`config.mk`:
```
export PLATFORM = sky130hd
export DESIGN_NAME = lab2_proc_muldiv_unit
export DESIGN_NICKNAME = d
export VERILOG_FILES = /design/src/rtl/lab2_proc_muldiv_unit.sv
export SDC_FILE = /design/constraint.sdc
export NUM_CORES = 1
export LEC_CHECK = 0
export BUFFER_PORTS_ARGS = -buffer_cell sky130_fd_sc_hd__buf_2
export CAP_MARGIN = 20
export CORE_ASPECT_RATIO = 0.8
export CORE_MARGIN = 4
export CORE_UTILIZATION = 38
export DETAILED_ROUTE_END_ITERATION = 7
export GPL_TIMING_DRIVEN = 0
export PLACE_DENSITY_LB_ADDON = 0.1
export SYNTH_ARGS = -nofsm -noshare
export SYNTH_HDL_FRONTEND = slang
export SYNTH_SLANG_ARGS = --single-unit
```
`constraint.sdc`:
```
create_clock -name clk -period 5.4 [get_ports clk]
set_input_delay 0.81 -clock clk [delete_from_list [all_inputs] [get_ports clk]]
set_output_delay 0.81 -clock clk [all_outputs]
set_load 0.01 [all_outputs]
```
`src/rtl/lab2_proc_muldiv_unit.sv`:
```
// lab2_proc_muldiv_unit: iterative RISC-V M-extension multiply/divide unit,
// one bit of work per cycle, val/rdy request and response streams.
// Ports: clk, reset (async, active-high);
//   istream_val/istream_rdy, istream_msg_op[2:0], istream_msg_a/_b[p_nbits];
//   ostream_val/ostream_rdy, ostream_msg[p_nbits]; busy (CALC or DONE).
// Ops: 0 MUL, 1 MULH, 2 MULHU, 3 DIV, 4 DIVU, 5 REM, 6 REMU, 7 -> result 0.
// Option: LAB2_PROC_MULDIV_EARLY_EXIT_EN enables early exit from CALC.
module lab2_proc_muldiv_unit #(
  parameter int p_nbits    = 32,
  parameter int p_cnt_bits = $clog2(p_nbits) + 1
) (
  input  logic               clk,
  input  logic               reset,
  input  logic               istream_val,
  output logic               istream_rdy,
  input  logic [2:0]         istream_msg_op,
  input  logic [p_nbits-1:0] istream_msg_a,
  input  logic [p_nbits-1:0] istream_msg_b,
  output logic               ostream_val,
  input  logic               ostream_rdy,
  output logic [p_nbits-1:0] ostream_msg,
  output logic               busy
);

  localparam int N = p_nbits;
  localparam logic [p_cnt_bits-1:0] CntLast = p_cnt_bits'(N - 1);
  localparam logic [p_cnt_bits-1:0] CntOne  = p_cnt_bits'(1);

  localparam logic [2:0] OpMul   = 3'd0;
  localparam logic [2:0] OpMulh  = 3'd1;
  localparam logic [2:0] OpMulhu = 3'd2;
  localparam logic [2:0] OpDiv   = 3'd3;
  localparam logic [2:0] OpDivu  = 3'd4;
  localparam logic [2:0] OpRem   = 3'd5;
  localparam logic [2:0] OpRemu  = 3'd6;
  localparam logic [2:0] OpNone  = 3'd7;

  typedef enum logic [1:0] {
    ST_IDLE,
    ST_CALC,
    ST_DONE
  } state_t;

  state_t state_q;
  state_t state_d;

  logic [2:0]            op_q;
  logic                  neg_q;
  logic                  sign_a_q;
  logic [N-1:0]          a_q;
  logic [N-1:0]          b_q;
  logic [N-1:0]          res_q;
  logic [2*N-1:0]        acc_q;
  logic [p_cnt_bits-1:0] cnt_q;

  logic           req;
  logic           in_signed;
  logic           is_mul;
  logic           div_zero;
  logic           calc_last;
  logic [N-1:0]   a_ld;
  logic [N-1:0]   b_ld;
  logic [N:0]     mul_sum;
  logic [N:0]     div_sh;
  logic [N:0]     div_diff;
  logic           div_ge;
  logic [2*N-1:0] acc_n;
  logic [N-1:0]   a_n;
  logic [N-1:0]   b_n;
  logic [2*N-1:0] prod;
  logic [2*N-1:0] prod_s;
  logic [N-1:0]   quot_s;
  logic [N-1:0]   rem_mag;
  logic [N-1:0]   rem_s;
  logic [N-1:0]   res_d;

  assign req = istream_val && (state_q == ST_IDLE);

  assign in_signed = (istream_msg_op == OpMulh)
                  || (istream_msg_op == OpDiv)
                  || (istream_msg_op == OpRem);

  assign a_ld = (in_signed && istream_msg_a[N-1])
              ? -istream_msg_a : istream_msg_a;
  assign b_ld = (in_signed && istream_msg_b[N-1])
              ? -istream_msg_b : istream_msg_b;

  assign is_mul   = (op_q < OpDiv);
  assign div_zero = (b_q == '0);

  // One iteration. Multiply adds into the upper half and shifts
  // the whole product right; divide shifts the next dividend bit
  // into the partial remainder and shifts quotient bits in at LSB.
  always_comb begin
    mul_sum  = {1'b0, acc_q[2*N-1:N]}
             + (b_q[0] ? {1'b0, a_q} : '0);
    div_sh   = {acc_q[2*N-1:N], a_q[N-1]};
    div_diff = div_sh - {1'b0, b_q};
    div_ge   = ~div_diff[N];
    if (is_mul) begin
      acc_n = {mul_sum, acc_q[N-1:1]};
      a_n   = a_q;
      b_n   = b_q >> 1;
    end else begin
      acc_n = {div_ge ? div_diff[N-1:0] : div_sh[N-1:0],
               acc_q[N-2:0], div_ge};
      a_n   = a_q << 1;
      b_n   = b_q;
    end
  end

`ifdef LAB2_PROC_MULDIV_EARLY_EXIT_EN
  assign calc_last = (cnt_q == CntLast)
                  || (is_mul ? (b_n == '0) : div_zero);
`else
  assign calc_last = (cnt_q == CntLast);
`endif

  // Sign fixup on the final iteration's result.
  always_comb begin
`ifdef LAB2_PROC_MULDIV_EARLY_EXIT_EN
    // Skipped multiplier bits were zero; realign the product.
    prod    = acc_n >> (CntLast - cnt_q);
    rem_mag = div_zero ? a_q : acc_n[2*N-1:N];
`else
    prod    = acc_n;
    rem_mag = acc_n[2*N-1:N];
`endif
    prod_s = neg_q ? -prod : prod;
    quot_s = neg_q ? -acc_n[N-1:0] : acc_n[N-1:0];
    rem_s  = sign_a_q ? -rem_mag : rem_mag;
    res_d  = '0;
    unique case (op_q)
      OpMul:           res_d = prod_s[N-1:0];
      OpMulh, OpMulhu: res_d = prod_s[2*N-1:N];
      OpDiv, OpDivu:   res_d = div_zero ? '1 : quot_s;
      OpRem, OpRemu:   res_d = rem_s;
      default:         res_d = '0;
    endcase
  end

  always_ff @(posedge clk or posedge reset) begin
    if (reset) state_q <= ST_IDLE;
    else       state_q <= state_d;
  end

  always_comb begin
    state_d = state_q;
    unique case (state_q)
      ST_IDLE: if (req)
                 state_d = (istream_msg_op == OpNone)
                         ? ST_DONE : ST_CALC;
      ST_CALC: if (calc_last) state_d = ST_DONE;
      ST_DONE: if (ostream_rdy) state_d = ST_IDLE;
      default: state_d = ST_IDLE;
    endcase
  end

  always_ff @(posedge clk or posedge reset) begin
    if (reset) begin
      op_q     <= '0;
      neg_q    <= 1'b0;
      sign_a_q <= 1'b0;
      a_q      <= '0;
      b_q      <= '0;
      acc_q    <= '0;
      cnt_q    <= '0;
      res_q    <= '0;
    end else begin
      unique case (state_q)
        ST_IDLE: if (req) begin
          op_q     <= istream_msg_op;
          sign_a_q <= in_signed & istream_msg_a[N-1];
          neg_q    <= in_signed
                    & (istream_msg_a[N-1] ^ istream_msg_b[N-1]);
          a_q      <= a_ld;
          b_q      <= b_ld;
          acc_q    <= '0;
          cnt_q    <= '0;
          if (istream_msg_op == OpNone) res_q <= '0;
        end
        ST_CALC: begin
          acc_q <= acc_n;
          a_q   <= a_n;
          b_q   <= b_n;
          cnt_q <= cnt_q + CntOne;
          if (calc_last) res_q <= res_d;
        end
        default: ;
      endcase
    end
  end

  assign istream_rdy = (state_q == ST_IDLE);
  assign ostream_val = (state_q == ST_DONE);
  assign busy        = (state_q != ST_IDLE);
  assign ostream_msg = res_q;

endmodule

```
======== Word level (Yosys, flattened, before mapping) ========
Cells that the tools add are included.
cells by class
  equal/unequal tests ..................... 19
  mux-type cells .......................... 29
  add/sub/neg operators ................... 8
  reduce and logical (&&, ||, !) cells .... 19
  order comparisons ....................... 1
  bitwise operators ....................... 4
operators with widths
  cell                 number
  $mux 32              14
  $mux 64              3
  $pmux 32 s2          3
  $neg 32->32          4
  $pmux 32 s4          1
  $pmux 64 s2          1
  $neg 64->64          1
  $add 32x32->33       1
  $sub 33x32->33       1
  $logic_not 32->1     1
  $eq 3x3->1 const B   5
  $pmux 6 s2           1
  $eq 3x2->1 const B   3
  $reduce_and 3->1     3
  $mux 2               4
  $add 6x1->6 const B  1
  $eq 3x1->1 const B   2
  $eq 6x5->1 const B   1
  $mux 6               1
  $ne 2x1->1 const B   3
  $ne 2x2->1 const B   3
  $pmux 2 s3           1
  $reduce_or 2->1      3
  $reduce_and 2->1     2
  12 further kinds     17
word-level totals
  output and inout port bits .............. 35
  register bits ........................... 173
  word-level logic and storage cells ...... 89

======== Logic depth before layout (Yosys ltp) ========
  depth in word-level cells ............... 9
  depth in mapped cells ................... 26
  gate-level depth less buffers ........... 21

======== Worst setup path after synthesis ========
No wires, ideal clock.
  kind .................................... register -> register
  start ................................... register a_q[31]
  end ..................................... register res_q[20], in the netlist ostream_msg[20]
  data required time ...................... 5.274 ns
  path buffers ............................ 6
  setup slack ............................. -0.057 ns
  cell stages (with the launch flop) ...... 27
  setup time .............................. 0.126 ns
  period minus slack after synthesis ...... 5.457 ns
  arrival ................................. 5.331 ns
  cells stage by stage .................... dfrtp_1 > inv_1 > ha_1 > inv_1 > fa_1 > a211oi_1 > o211ai_1 > and4_1 > clkbuf_1 > o21a_1 > o211a_1 > buf_6 > buf_6 > buf_2 > clkbuf_1 > nand2_1 > a21oi_1 > a21oi_1 > ha_1 > inv_1 > o31ai_1 > nand4_2 > or4_1 > buf_2 > o31ai_4 > o221ai_1 > a221o_1
between the ends
  longest elaborated chain between the ends .. 9
RTL lines
  element                                                                 RTL line  RTL
  from (decl)                                                             50        logic [N-1:0] a_q;
  from (signal assigned)                                                  176       a_q <= a_ld;
  from (signal assigned)                                                  184       a_q <= a_n;
  parallel branches: the longest is 2 deep, another holds $sub 33x32->33  -
  $mux 64 *                                                               100       if (is_mul) begin
  $neg 32->32                                                             130       quot_s = neg_q ? -acc_n[N-1:0] : acc_n[N-1:0];
  $mux 32                                                                 130
  $mux 32                                                                 136       OpDiv, OpDivu: res_d = div_zero ? '1 : quot_s;
  $pmux 32 s4 *                                                           133       unique case (op_q)
  $mux 32 *                                                               187       if (calc_last) res_q <= res_d;
  $pmux 32 s2 *                                                           170       unique case (state_q)
  to (signal assigned)                                                    187
  to (decl)                                                               52        logic [N-1:0] res_q;
Every way passes the cells marked *. The select of a mux whose other input is x is not followed.
A chain may end at the register's enable or synchronous reset.

======== Final worst setup path ========
  start ................................... register op_q[1]
  end ..................................... register res_q[14], in the netlist ostream_msg[14]
between the ends
  longest elaborated chain between the ends .. 8
RTL lines
  element                 RTL line  RTL
  from (decl)             47        logic [2:0] op_q;
  from (signal assigned)  172       op_q <= istream_msg_op;
  $lt 3x2->1              88        assign is_mul = (op_q < OpDiv);
  $mux 64                 100
  $neg 32->32             130
  $mux 32                 130
  $mux 32                 136
  $pmux 32 s4 *           133
  $mux 32 *               187
  $pmux 32 s2 *           170
Every way passes the cells marked *; elsewhere a longest branch is shown, timed or not. The select of a mux whose other input is x is not followed.

==> impl_metrics.tcl <==
set metrics [dict create \
    cp-end-kind "flop" \
    synthArstFlopShare_pct 100 \
    cp_top_family "buffers and inverters" \
    maxCapViolations 0 \
    fp.dieW_um 243 \
    pre_cts_slack_ns -2.15 \
    coreArea_sq_um 43300 \
    path_common_cell "buf_2" \
    yosysTopAreaCellShare_pct 25.9 \
    tightest_slew_ns 1.25 \
    grt_max_degree 41 \
    io_pins 106 \
    htree_levels 4 \
    status "finished, final reports clean" \
    hpwl_mm 60.1 \
    ys.flop_type "dfrtp_1" \
    ys_warn_count 0 \
    fin_nets 2544 \
    syn_area_sq_um 16700 \
    post-route-min-period_ns 5.32 \
    antenna_found_initial 6 \
    clk_pin_slew_worst_paths_ns 0.08 \
    crit_type "reg2reg" \
    drtIter0Drc 2304 \
    overflow 0 \
    max_clock_freq_ghz 0.188 \
    finalCritPeriodShare_pct 98.6 \
    layout-drive-gt1-share_pct 14.1 \
    area_growth_pct 15.6 \
    io_buffers 105 \
    critPathMaxStageDelay_ns 0.63 \
    dpl-instance-area_sq_um 18000 \
    synth-edff-count 0 \
    crit_slowest_cell "o21ai_0" \
    regArea_sq_um 4350 \
    cts-root-buf "clkbuf_16" \
    grt_use_total_pct 31.5 \
    synth_common_cells "nand2_1 (271), o21ai_0 (250), a21oi_1 (230), dfrtp_1 (173), nor2_1 (168)" \
    insertion_delay_ns 0.49 \
    final_cells 2974 \
    crit_path_cell_trace "buf_2 > a21o_2 > clkbuf_2 > clkbuf_2 > buf_2 > buf_2 > buf_2 > o21a_1 > nand2b_1 > o21ai_0 > xor2_1 > o21ai_0 > o221ai_1 > a221o_1" \
    synth_cell_types 97 \
    worst-path-max-fanout 10 \
    r2r_slack_ns 0.08 \
    die_h_um 196 \
    row_count 68 \
    grt_pass1_vias 17500 \
    fin_ws_ns 0.0778 \
    synth_fp_nets 2377 \
    dieArea_sq_um 47400 \
    final-hold-violation-count 0 \
    yosysMostFrequentCell "nand2_1" \
    fin_area_sq_um 19300 \
    hold_class "in2async" \
    routed_wl_mm 75.8 \
    cp.arrival_ns 5.69 \
    clockBufferDepth 2 \
    dp_cells 2903 \
    cp.buffers_inverters 6 \
    critPathLaunchType "flop" \
    syn_inst 2234 \
    grt_pass1_wl_mm 114 \
    vias_per_cell 6.27 \
    avgSynthCellArea_sq_um 7.48 \
    r2r-start "op_q[1]" \
    wl_per_cell_um 25.5 \
    clock_sinks 173 \
    ys_ff_latch 173 \
    critPathRequiredTime_ns 5.77 \
    n_antenna_cell 0 \
    place_congestion 0.990 \
    drv_slew 0 \
    final_antenna_net_count 0 \
    fill_cells 4466 \
    relSlewSlack_pct 15.8 \
    reg2regPathDepth 14 \
    numCtsBuffers 17 \
    skew_ns 0.0161 \
    first_pass_iters 5 \
    synthTopCellsByArea "dfrtp_1 (26%), o21ai_0 (7.5%), a21oi_1 (6.9%)" \
    cts_tree "yes" \
    setup_violations 0 \
    r2r-end "ostream_msg[14]" \
    start_util_pct 38.6 \
    multi_input_area_sq_um 11900 \
    vias 18600 \
    cts_hold_buf 0 \
    yosysTopAreaCell "dfrtp_1" \
    drc 0 \
    ys_seq_area_share_pct 25.9 \
]
[cell type report]
cell class              instances  share of cell area [%]
multi-input cells            1870                    61.7
clock inverters                12                   0.693
plain buffers                 127                    3.02
flip-flops and latches        173                    22.5
inverters                      58                    1.16
repair buffers                154                    4.90
clock buffers                  20                    2.41
well taps                     560                    3.63
[worst register-to-register path: cells and delay by family (launching register included)]
family,cells,cell delay (ns)
AOI/OAI and AO/OA,6,2.00
xor gates and xnor gates,1,0.24
buffers and inverters,6,2.51
DFF,1,0.33
and+or+nand+nor,1,0.12
[metal layers]
| layer | share of wire, % | track usage (%) | routed length [um] |
|---|---|---|---|
| met5 | 0.017 | 0 | 13 |
| met4 | 2.2 | 6.94 | 1650 |
| met3 | 10 | 7.61 | 7800 |
| met2 | 39 | 43.5 | 29800 |
| met1 | 48 | 48.8 | 36500 |
[placed cells by master, fill, tap and decap left out, drive strengths merged, types with 11 or more instances in the layout]
master | netlist | routed
nand2 | 271 | 271
o21ai | 259 | 259
a21oi | 233 | 233
buf | 32 | 184
dfrtp | 173 | 173
nor2 | 168 | 168
clkbuf | 101 | 117
nand3 | 112 | 112
xnor2 | 84 | 84
xor2 | 71 | 71
ha | 70 | 70
inv | 58 | 61
mux2i | 53 | 53
nor3 | 52 | 52
and2 | 51 | 51
or3 | 31 | 31
nand4 | 30 | 30
o211ai | 25 | 25
nor4 | 24 | 24
a21o | 23 | 23
a211oi | 21 | 21
o31ai | 21 | 21
a31oi | 20 | 20
nand2b | 17 | 17
o41ai | 14 | 14
o21a | 14 | 14
and3 | 14 | 14
nor2b | 12 | 12
o21bai | 11 | 11
a221oi | 11 | 11
[sequential cells by signal, indices dropped and copies added, names as in the netlist]
register     count
sign_a_q         1
neg_q            1
a_q             32
op_q             3
state_q          2
ostream_msg     32
acc_q           64
b_q             32
cnt_q            6
[kinds of logic (layout without fill, tap and decap cells)]
| logic type | after synthesis | after routing | synth area share (%) |
|---|---|---|---|
| AO/OA/AOI/OAI | 759 | 759 | 28.3 |
| flip-flops | 173 | 173 | 25.9 |
| adder cells (fa/ha/maj) | 72 | 72 | 5.48 |
| multiplexers | 59 | 59 | 3.67 |
| AND/OR/NAND/NOR | 825 | 825 | 23.9 |
| XOR/XNOR | 155 | 155 | 8.12 |
| buffers and inverters | 191 | 371 | 4.64 |
[repair_timing]
item / CTS / global route
buffers inserted: 32 / 11
pin swaps: 11 / 16
endpoints found under the setup margin: 66 / 18
resized for setup: 75 / 42
[metrics by stage]
step	utilization, %	setup TNS [ns]	hold WS, ns
floorplan	-	0	0.458
global placement	41.5	-34.89	0.465
detailed placement	41.6	-33.33	0.470
CTS	44.1	0	0.410
global route	44.6	-0.00282	0.450
finish	44.6	0	0.409
[worst max path at each step]
| stage | from | depth (start not counted) | slack [ns] | endpoint |
|---|---|---|---|---|
| final | op_q[1] | 14 | 0.08 | ostream_msg[14] |
| after global routing | b_q[0] | 17 | -0.003 | ostream_msg[31] |
| after CTS | a_q[31] | 25 | 0.02 | ostream_msg[20] |
| after detailed placement | op_q[2] | 19 | -2.15 | ostream_msg[28] |
| after global placement | op_q[2] | 19 | -2.22 | ostream_msg[28] |
| after floorplan | a_q[31] | 26 | 0.02 | ostream_msg[20] |
Power is not shown: default switching activity piles up to over one toggle a cycle in this logic, so the estimate is an artifact.
